File: src/rtl/spi_rx_burst_master_if.sv
// Control, serial-pin and word-stream signals of spi_rx_burst_master.
// master: the receiver itself; slave: the side that drives requests and serial data.
interface spi_rx_burst_master_if #(
   parameter int W       = 8,
   parameter int DATA_W  = 8,
   parameter int BURST_W = 4
);
   logic [W-1:0]       div;
   logic [BURST_W-1:0] burst_len;
   logic               start;
   logic               from_device;
   logic               sclk_n;
   logic               cs_n;
   logic [DATA_W-1:0]  data;
   logic               data_valid;
   logic               busy;
   logic               done;
   logic               parity_err;

   modport master (
      input  div, burst_len, start, from_device,
      output sclk_n, cs_n, data, data_valid, busy, done, parity_err
   );

   modport slave (
      output div, burst_len, start, from_device,
      input  sclk_n, cs_n, data, data_valid, busy, done, parity_err
   );
endinterface

File: src/rtl/spi_rx_burst_master.sv
// Serial burst receiver: frames cs_n/sclk_n, shifts in MSB-first words and strobes them out.
// Optional odd-parity bit per word when SPI_RX_PARITY_EN is defined.
module spi_rx_burst_master #(
   parameter int W       = 8,
   parameter int DATA_W  = 8,
   parameter int BURST_W = 4,
   parameter int CS_GAP  = 2
) (
   input  logic                 clk,
   input  logic                 rst_n,
   spi_rx_burst_master_if.master bus
);

`ifdef SPI_RX_PARITY_EN
   localparam int NBITS = DATA_W + 1;
`else
   localparam int NBITS = DATA_W;
`endif
   localparam int BCW = $clog2(NBITS);
   localparam int GW  = (CS_GAP > 1) ? $clog2(CS_GAP) : 1;
   localparam logic [BCW-1:0] LAST_BIT = BCW'(NBITS - 1);
   localparam logic [GW-1:0]  GAP_LOAD = GW'(CS_GAP - 1);

   typedef enum logic [2:0] {IDLE, SETUP, SHIFT, HOLD, GAP} state_t;

   state_t              state_q, state_d;
   logic [W-1:0]        div_q, div_d;
   logic [W-1:0]        cnt_q, cnt_d;
   logic [GW-1:0]       gap_q, gap_d;
   logic [BCW-1:0]      bit_q, bit_d;
   logic [BURST_W-1:0]  words_q, words_d;
   logic                hi_q, hi_d;
   logic [DATA_W-1:0]   sh_q, sh_d;
   logic [DATA_W-1:0]   data_q, data_d;
   logic                dv_q, dv_d;
   logic                done_q, done_d;
`ifdef SPI_RX_PARITY_EN
   logic                perr_q, perr_d;
`endif

   always_ff @(posedge clk) begin
      if (!rst_n) begin
         state_q <= IDLE;
         div_q   <= '0;
         cnt_q   <= '0;
         gap_q   <= '0;
         bit_q   <= '0;
         words_q <= '0;
         hi_q    <= 1'b0;
         sh_q    <= '0;
         data_q  <= '0;
         dv_q    <= 1'b0;
         done_q  <= 1'b0;
`ifdef SPI_RX_PARITY_EN
         perr_q  <= 1'b0;
`endif
      end else begin
         state_q <= state_d;
         div_q   <= div_d;
         cnt_q   <= cnt_d;
         gap_q   <= gap_d;
         bit_q   <= bit_d;
         words_q <= words_d;
         hi_q    <= hi_d;
         sh_q    <= sh_d;
         data_q  <= data_d;
         dv_q    <= dv_d;
         done_q  <= done_d;
`ifdef SPI_RX_PARITY_EN
         perr_q  <= perr_d;
`endif
      end
   end

   // cnt_q counts div..0, so each phase lasts div+1 cycles without a W+1-bit counter.
   always_comb begin
      state_d = state_q;
      div_d   = div_q;
      cnt_d   = cnt_q;
      gap_d   = gap_q;
      bit_d   = bit_q;
      words_d = words_q;
      hi_d    = hi_q;
      sh_d    = sh_q;
      data_d  = data_q;
      dv_d    = 1'b0;
      done_d  = 1'b0;
`ifdef SPI_RX_PARITY_EN
      perr_d  = 1'b0;
`endif
      case (state_q)
         IDLE: begin
            if (bus.start) begin
               state_d = SETUP;
               div_d   = bus.div;
               cnt_d   = bus.div;
               words_d = bus.burst_len;
            end
         end
         SETUP: begin
            if (cnt_q == '0) begin
               state_d = SHIFT;
               cnt_d   = div_q;
               hi_d    = 1'b0;
               bit_d   = '0;
            end else begin
               cnt_d = cnt_q - 1'b1;
            end
         end
         SHIFT: begin
            if (cnt_q != '0) begin
               cnt_d = cnt_q - 1'b1;
            end else begin
               cnt_d = div_q;
               hi_d  = ~hi_q;
               if (!hi_q) begin
`ifdef SPI_RX_PARITY_EN
                  // The parity bit is checked against the completed word, not shifted in.
                  if (bit_q == LAST_BIT) begin
                     data_d = sh_q;
                     dv_d   = 1'b1;
                     perr_d = ~(^sh_q ^ bus.from_device);
                  end else begin
                     sh_d = {sh_q[DATA_W-2:0], bus.from_device};
                  end
`else
                  sh_d = {sh_q[DATA_W-2:0], bus.from_device};
                  if (bit_q == LAST_BIT) begin
                     data_d = sh_d;
                     dv_d   = 1'b1;
                  end
`endif
               end else if (bit_q == LAST_BIT) begin
                  bit_d = '0;
                  if (words_q == '0) begin
                     state_d = HOLD;
                  end else begin
                     words_d = words_q - 1'b1;
                  end
               end else begin
                  bit_d = bit_q + 1'b1;
               end
            end
         end
         HOLD: begin
            if (cnt_q == '0) begin
               state_d = GAP;
               gap_d   = GAP_LOAD;
               done_d  = 1'b1;
            end else begin
               cnt_d = cnt_q - 1'b1;
            end
         end
         GAP: begin
            if (gap_q == '0) begin
               state_d = IDLE;
            end else begin
               gap_d = gap_q - 1'b1;
            end
         end
         default: state_d = IDLE;
      endcase
   end

   always_comb begin
      bus.cs_n       = 1'b1;
      bus.sclk_n     = 1'b1;
      bus.busy       = (state_q != IDLE);
      bus.data       = data_q;
      bus.data_valid = dv_q;
      bus.done       = done_q;
`ifdef SPI_RX_PARITY_EN
      bus.parity_err = perr_q;
`else
      bus.parity_err = 1'b0;
`endif
      case (state_q)
         SETUP, HOLD: bus.cs_n = 1'b0;
         SHIFT: begin
            bus.cs_n   = 1'b0;
            bus.sclk_n = hi_q;
         end
         default: ;
      endcase
   end

endmodule

File: src/flat_wrapper.sv
// flat-port wrapper written by rule: the top's interface ports become plain ports
module spi_rx_burst_master_flat 
#(
   parameter int W       = 8,
   parameter int DATA_W  = 8,
   parameter int BURST_W = 4,
   parameter int CS_GAP  = 2
)
  (clk, rst_n, bus_div, bus_burst_len, bus_start, bus_from_device, bus_sclk_n, bus_cs_n, bus_data, bus_data_valid, bus_busy, bus_done, bus_parity_err);
  spi_rx_burst_master_if #(.W(W), .DATA_W(DATA_W), .BURST_W(BURST_W)) bus_i ();
  input  logic clk;
  input  logic rst_n;
  input wire logic [$bits(bus_i.div)-1:0] bus_div;
  input wire logic [$bits(bus_i.burst_len)-1:0] bus_burst_len;
  input wire logic [$bits(bus_i.start)-1:0] bus_start;
  input wire logic [$bits(bus_i.from_device)-1:0] bus_from_device;
  output wire logic [$bits(bus_i.sclk_n)-1:0] bus_sclk_n;
  output wire logic [$bits(bus_i.cs_n)-1:0] bus_cs_n;
  output wire logic [$bits(bus_i.data)-1:0] bus_data;
  output wire logic [$bits(bus_i.data_valid)-1:0] bus_data_valid;
  output wire logic [$bits(bus_i.busy)-1:0] bus_busy;
  output wire logic [$bits(bus_i.done)-1:0] bus_done;
  output wire logic [$bits(bus_i.parity_err)-1:0] bus_parity_err;
  assign bus_i.div = bus_div;
  assign bus_i.burst_len = bus_burst_len;
  assign bus_i.start = bus_start;
  assign bus_i.from_device = bus_from_device;
  assign bus_sclk_n = bus_i.sclk_n;
  assign bus_cs_n = bus_i.cs_n;
  assign bus_data = bus_i.data;
  assign bus_data_valid = bus_i.data_valid;
  assign bus_busy = bus_i.busy;
  assign bus_done = bus_i.done;
  assign bus_parity_err = bus_i.parity_err;
  spi_rx_burst_master #(.W(W), .DATA_W(DATA_W), .BURST_W(BURST_W), .CS_GAP(CS_GAP)) u_core (.clk(clk), .rst_n(rst_n), .bus(bus_i));
endmodule
File: config.mk
export PLATFORM = sky130hd
export DESIGN_NAME = spi_rx_burst_master_flat
export DESIGN_NICKNAME = d
export VERILOG_FILES = /design/src/rtl/spi_rx_burst_master_if.sv /design/src/rtl/spi_rx_burst_master.sv /design/src/flat_wrapper.sv
export SDC_FILE = /design/constraint.sdc
export NUM_CORES = 1
export LEC_CHECK = 0
export CAP_MARGIN = 40
export CORE_AREA = 2 2 69 71
export DETAILED_ROUTE_END_ITERATION = 7
export DIE_AREA = 0 0 71 73
export PLACE_DENSITY = 0.77
export SYNTH_ARGS = -nofsm -noshare
export SYNTH_HDL_FRONTEND = slang
export SYNTH_SLANG_ARGS = --single-unit
File: constraint.sdc
create_clock -name clk -period 2.5 [get_ports clk]
set_input_delay 0.625 -clock clk [delete_from_list [all_inputs] [get_ports clk]]
set_output_delay 0.625 -clock clk [all_outputs]
set_load 0.03 [all_outputs]
==> impl_metrics.tcl, run 1 <==
set metrics [dict create \
    cts_hold_buf 0 \
    die_area_mm2 0.00518 \
    crit_family "buffers and inverters" \
    yosys.cell_types.count 63 \
    design_area_mm2 0.00289 \
    viasPerCell 5.93 \
    pwr-share-clk_pct 17.8 \
    num_vias 2219 \
    yosysWarnings 0 \
    antenna_cells 0 \
    switching_share_pct 42.9 \
    synth_ff_type "dfxtp_1" \
    die_w_um 71 \
    maxSlewViolCount 0 \
    critical_path_class "reg -> out" \
    cts_setup_buffers 0 \
    grt_start_max_net_pins 35 \
    worst_path_most_repeated_cell "nor2_1" \
    drc 0 \
    synth_edf_count 0 \
    ys_ff_latch 45 \
    cts-resized-gates 0 \
    drtPass1Iterations 7 \
    start_kind "register" \
    dpl-instance-area_mm2 0.00277 \
    worstPathCellList "nor2_1 > nor2_1 > clkinv_1 > clkdlybuf4s50_1" \
    layout-drive-gt1-share_pct 13.1 \
    die_h_um 73 \
    nets 339 \
    synth_area_mm2 0.00236 \
    ir_drop_mv 0.550 \
    syn_avg_cell_area_um2 8.39 \
    cp_max_fo 4 \
    drtIter0Drc 139 \
    worstPathRequired_ns 1.88 \
    yosys.area.top_type_share_pct 38.1 \
    finalWirelength_um 5420 \
    cp.arrival_ns 1.71 \
    p_leak_nw 1.09 \
    cts_made_buffers 5 \
    path_buf_inv 2 \
    maxCapViolCount 0 \
    cts-root-buf "clkbuf_8" \
    clk_latency_ns 0.30 \
    fillers 397 \
    io_pins 30 \
    cts_tree "yes" \
    place_hpwl_um 3930 \
    multi_input_area_mm2 0.00132 \
    rr_worst_depth 6 \
    synthCells 282 \
    worstSetupEndpointType "output port" \
    place_congestion 0.854 \
    ctsHtreeMaxLevel 2 \
    clk_pin_slew_ns 0.09 \
    slowest_stage "clkdlybuf4s50_1" \
    hold_viol 0 \
    skew_ns 0.00439 \
    combinationalPowerShare_pct 51.1 \
    p_int_w 0.00181 \
    rsz0062_at_grt "false" \
    detail-route-antenna-nets 0 \
    r2r_slack_ns 0.40 \
    min_to "u_core.sh_q[6]$_SDFFE_PN0P_" \
    numPortBuffers 28 \
    area_delta_synth_final_pct 22.1 \
    grt-ovfl-total 0 \
    r2r_end "u_core.cnt_q[1]$_SDFFE_PN0P_" \
    min_path_type "reg -> reg" \
    fmax_mhz 428 \
    grt_use_total_pct 22.2 \
    fin_crit_ns 2.34 \
    clock_sinks 45 \
    post_drt_wl_per_cell_um 14.5 \
    finalSetupViolations 0 \
    core_mm2 0.00454 \
    seq_power_share_pct 31.2 \
    ff_latch_area_um2 902 \
    min_from "u_core.sh_q[6]$_SDFFE_PN0P_" \
    fin_ws_ns 0.164 \
    reg2reg_from "u_core.cnt_q[0]$_SDFFE_PN0P_" \
    p_switching_w 0.00136 \
    synth_nets 302 \
    whs_ns 0.460 \
    antenna_found_initial 0 \
    synth_area_leaders "dfxtp_1 (38%), a21oi_1 (6.1%), nand2_1 (5.9%)" \
    hold_depth 2 \
    status "finished, final reports clean" \
    dp.cells 366 \
    start_util_pct 52.1 \
    synth.largest_area_cell "dfxtp_1" \
    clk_path_buf_depth 2 \
    pre_cts_ws_ns 0.137 \
    rows 25 \
    setup_tns_ns 0 \
    seq_area_frac_synth_pct 38.1 \
    power_density_mw_per_mm2 1100 \
    grt_pass1_vias 2050 \
    max_stage_delay_ns 0.60 \
    ys_async_sr_fraction_pct 0 \
    grt_pass1_wl_um 9340 \
    fin_crit_sh_pct 93.4 \
    finalNonFillerCells 374 \
]
[area by class of cell]
type / instances / share of cell area [%]
clock inverters: 3 / 1.60
clock buffers: 5 / 2.38
flip-flops and latches: 45 / 31.3
well taps: 54 / 2.34
inverters: 12 / 1.56
repair buffers: 49 / 15.2
multi-input cells: 206 / 45.7
[cell families after synthesis]
group,Yosys count,synth area share (%)
compound gates,76,21.6
xor+xnor,3,1.11
fa+ha+maj,5,2.54
buf+inv,31,6.14
flops,45,38.1
mux,11,4.66
other cells,1,0.159
simple gates,110,25.7
[layer usage]
metal	vias up	share of wire (%)	wire (um)	GRT usage, %
met3	7	5.1	276	4.56
met2	70	48	2610	37.1
met1	1042	46	2480	29.2
li1	1100	-	-	-
met5	-	0	0	0
met4	0	0.87	47	6.50
[cells in the mapped netlist, drive strengths merged (4+ instances only)]
library cell  instances
dfxtp                45
nand2                38
a21oi                30
nor2                 19
nand3                17
clkbuf               11
mux2i                11
inv                  10
o21ai                10
buf                   8
a221oi                7
nor3                  6
a211oi                4
ha                    4
nand4                 4
nor4                  4
o32ai                 4
[placed cells by master, fill, tap and decap left out, types with 2 or more instances in the layout]
cell / n
or3_1: 2
nand4_1: 4
ha_1: 4
clkinv_1: 2
a21oi_1: 29
inv_1: 10
nor3_1: 5
nand3b_1: 2
clkdlybuf4s50_1: 28
nor4_4: 2
nor2b_1: 3
buf_4: 21
dfxtp_1: 44
a32oi_1: 2
nor2_1: 18
o21ai_0: 10
a221oi_1: 6
a211oi_1: 4
o211ai_1: 3
nand3_1: 17
clkbuf_8: 5
o21a_1: 3
nand2_1: 37
nor3b_1: 2
xnor2_1: 2
a311oi_1: 2
mux2i_1: 11
nor4_1: 2
o32ai_1: 4
[worst register-to-register path, stage by stage (launching register included)]
cell and delay [ns]:
dfxtp_1 0.35, inv_1 0.08, ha_1 0.23, or3b_1 0.52, nor4_4 0.41, a221oi_1 0.16, o32ai_1 0.26
[through the flow]
stage                     total power (W)  util, %
final                             0.00317     63.6
after global routing              0.00338     63.6
after CTS                         0.00316     63.6
after detailed placement          0.00260     61.1
after global placement            0.00258     61.1
after floorplan                   0.00212        -
[worst max-delay path by stage]
| stage | slack, ns | cells after the start | start | end |
|---|---|---|---|---|
| floorplan | 0.59 | 4 | u_core.state_q[2]$_SDFFE_PN0P_ | bus_cs_n |
| global placement | 0.15 | 5 | bus_start | u_core.words_q[0]$_SDFFE_PN0P_ |
| detailed placement | 0.14 | 5 | bus_start | u_core.words_q[0]$_SDFFE_PN0P_ |
| CTS | 0.06 | 3 | u_core.state_q[2]$_SDFFE_PN0P_ | bus_cs_n |
| global route | 0.06 | 4 | u_core.state_q[0]$_SDFFE_PN0P_ | bus_cs_n |
| finish | 0.16 | 4 | u_core.state_q[0]$_SDFFE_PN0P_ | bus_cs_n |
[power groups by stage]
stage	sequential (W)	combinational (W)	clock, W
after floorplan	0.000928	0.00119	0
after global placement	0.000998	0.00158	0
after detailed placement	0.00100	0.00159	0
after CTS	0.000985	0.00160	0.000573
after global routing	0.00101	0.00177	0.000598
final	0.000990	0.00162	0.000564
[sequential cells by signal (all words and copies together) (netlist names)]
register and cells:
u_core.bus.done 1, u_core.bus.data_valid 1, u_core.state_q 3, u_core.bus.data 8
u_core.div_q 8, u_core.words_q 4, u_core.cnt_q 8, u_core.gap_q 1
u_core.hi_q 1, u_core.bit_q 3, u_core.sh_q 7
No activity file was read; power rests on OpenSTA's default activity.
==> run 2: changes to the inputs <==
--- a/config.mk
+++ b/config.mk
@@ -7,9 +7,10 @@
 export LEC_CHECK = 0
 export CAP_MARGIN = 40
 export CORE_AREA = 2 2 69 71
+export CTS_CLUSTER_SIZE = 20
 export DETAILED_ROUTE_END_ITERATION = 7
 export DIE_AREA = 0 0 71 73
-export PLACE_DENSITY = 0.77
+export PLACE_DENSITY_LB_ADDON = 0.3
 export SYNTH_ARGS = -nofsm -noshare
 export SYNTH_HDL_FRONTEND = slang
 export SYNTH_SLANG_ARGS = --single-unit
==> run 2 against run 1 <==
  * Routed wire length increased by 5.2%
  * Power increased by 3.0%
  * Combinational power hardly changed
  * Clock skew increased by 0.0019 ns
  * Maximum frequency is 0.54% lower
  * Non-clock buffer count shrank 3
  * Critical endpoint unchanged
==> impl_metrics.tcl, run 2 (synthesis results as in run 1) <==
set metrics [dict create \
    status "finished, final reports clean" \
    finalWirelength_um 5700 \
    grt_pass1_wl_um 9600 \
    clk_path_buf_depth 2 \
    cp_max_fo 10 \
    fmax_mhz 426 \
    viasPerCell 6.11 \
    layout-drive-gt1-share_pct 12.6 \
    post_drt_wl_per_cell_um 15.4 \
    r2r_end "u_core.cnt_q[5]$_SDFFE_PN0P_" \
    cts-root-buf "clkbuf_8" \
    ir_drop_mv 0.536 \
    place_hpwl_um 4010 \
    grt_start_max_net_pins 35 \
    worstPathCellList "nor2_1 > nor2_1 > clkinv_1 > clkdlybuf4s50_1" \
    grt-ovfl-total 0 \
    multi_input_area_mm2 0.00132 \
    fin_crit_sh_pct 93.9 \
    hold_depth 2 \
    setup_tns_ns 0 \
    maxCapViolCount 0 \
    worstSetupEndpointType "output port" \
    final_cell_mix "dfxtp_1 (43), nand2_1 (37), a21oi_1 (29)" \
    final_common_cell "dfxtp_1" \
    start_util_pct 52.1 \
    antenna_cells 0 \
    die_h_um 73 \
    maxSlewViolCount 0 \
    fillers 401 \
    slowest_stage "clkdlybuf4s50_1" \
    critical_path_class "reg -> out" \
    p_total_w 0.00327 \
    finalSetupViolations 0 \
    rsz0062_at_grt "false" \
    hold_viol 0 \
    grt_pass1_vias 2071 \
    fin_crit_ns 2.35 \
    place_congestion 0.899 \
    drtIter0Drc 175 \
    min_to "u_core.div_q[4]$_SDFFE_PN0P_" \
    core_mm2 0.00454 \
    area_delta_synth_final_pct 22.0 \
    p_leak_nw 1.09 \
    worst_path_most_repeated_cell "nor2_1" \
    power_density_mw_per_mm2 1130 \
    cts_hold_buf 0 \
    reg2reg_from "u_core.cnt_q[0]$_SDFFE_PN0P_" \
    cp.arrival_ns 1.72 \
    whs_ns 0.460 \
    grt_use_total_pct 23.1 \
    clock_sinks 45 \
    ctsHtreeMaxLevel 2 \
    num_vias 2268 \
    io_pins 30 \
    r2r_slack_ns 0.33 \
    numPortBuffers 28 \
    antenna_found_initial 0 \
    die_area_mm2 0.00518 \
    max_stage_delay_ns 0.60 \
    detail-route-antenna-nets 0 \
    start_kind "register" \
    cts_tree "yes" \
    nets 336 \
    min_path_type "reg -> reg" \
    drtPass1Iterations 5 \
    skew_ns 0.00628 \
    ff_latch_area_um2 903 \
    finalNonFillerCells 371 \
    dp.cells 363 \
    rr_worst_depth 6 \
    clk_latency_ns 0.29 \
    drc 0 \
    worstPathRequired_ns 1.88 \
    die_w_um 71 \
    rows 25 \
    clk_pin_slew_ns 0.08 \
    cts_made_buffers 5 \
    min_from "u_core.div_q[4]$_SDFFE_PN0P_" \
]
-- run 2: stage by stage --
| stage | util, % | setup slack [ns] | area (um2) |
|---|---|---|---|
| floorplan | - | 0.594 | 2360 |
| CTS | 63.6 | 0.0145 | 2880 |
| global route | 63.6 | 0.0217 | 2880 |
| detailed placement | 60.6 | 0.116 | 2750 |
| finish | 63.6 | 0.152 | 2880 |
| global placement | 60.6 | 0.154 | 2750 |
-- run 2: where the power goes --
| group | switching, W | total, W | internal [W] |
|---|---|---|---|
| clock | 0.000242 | 0.000639 | 0.000397 |
| sequential | 0.000175 | 0.00101 | 0.000837 |
| combinational | 0.000952 | 0.00162 | 0.000667 |
| total | 0.00137 | 0.00327 | 0.00190 |
-- run 2: worst max-delay path by stage --
stage / startpoint / endpoint / slack [ns] / cells after the start
global placement: bus_start / u_core.words_q[0]$_SDFFE_PN0P_ / 0.15 / 5
CTS: u_core.state_q[2]$_SDFFE_PN0P_ / bus_busy / 0.01 / 3
finish: u_core.state_q[0]$_SDFFE_PN0P_ / bus_cs_n / 0.15 / 4
global route: u_core.state_q[0]$_SDFFE_PN0P_ / bus_cs_n / 0.02 / 4
detailed placement: bus_start / u_core.words_q[0]$_SDFFE_PN0P_ / 0.12 / 5
floorplan: u_core.state_q[2]$_SDFFE_PN0P_ / bus_cs_n / 0.59 / 4
-- run 2: area by class of cell --
class,instances,area share [%]
clock inverters,3,2.26
inverters,12,1.56
repair buffers,46,14.4
well taps,54,2.34
clock buffers,5,2.39
flip-flops and latches,45,31.3
multi-input cells,206,45.7
-- run 2: what timing repair did --
action / CTS / global route
gates resized for setup: 1 / 1
endpoints found under the setup margin: 1 / 1
buffers inserted: 0 / 0
-- run 2: critical path, delay by kind of cell (launching register included) --
family                 cells  cell delay [ns]
buffers and inverters      2             0.71
flip-flops                 1             0.45
AND/OR/NAND/NOR            2             0.27
-- run 2: metal layers --
layer	track usage, %	part of all wire [%]	vias up
met5	0	0	-
met4	10.3	2.4	0
met3	3.73	6.6	15
met2	39.0	48	97
met1	29.2	43	1057
li1	-	-	1099
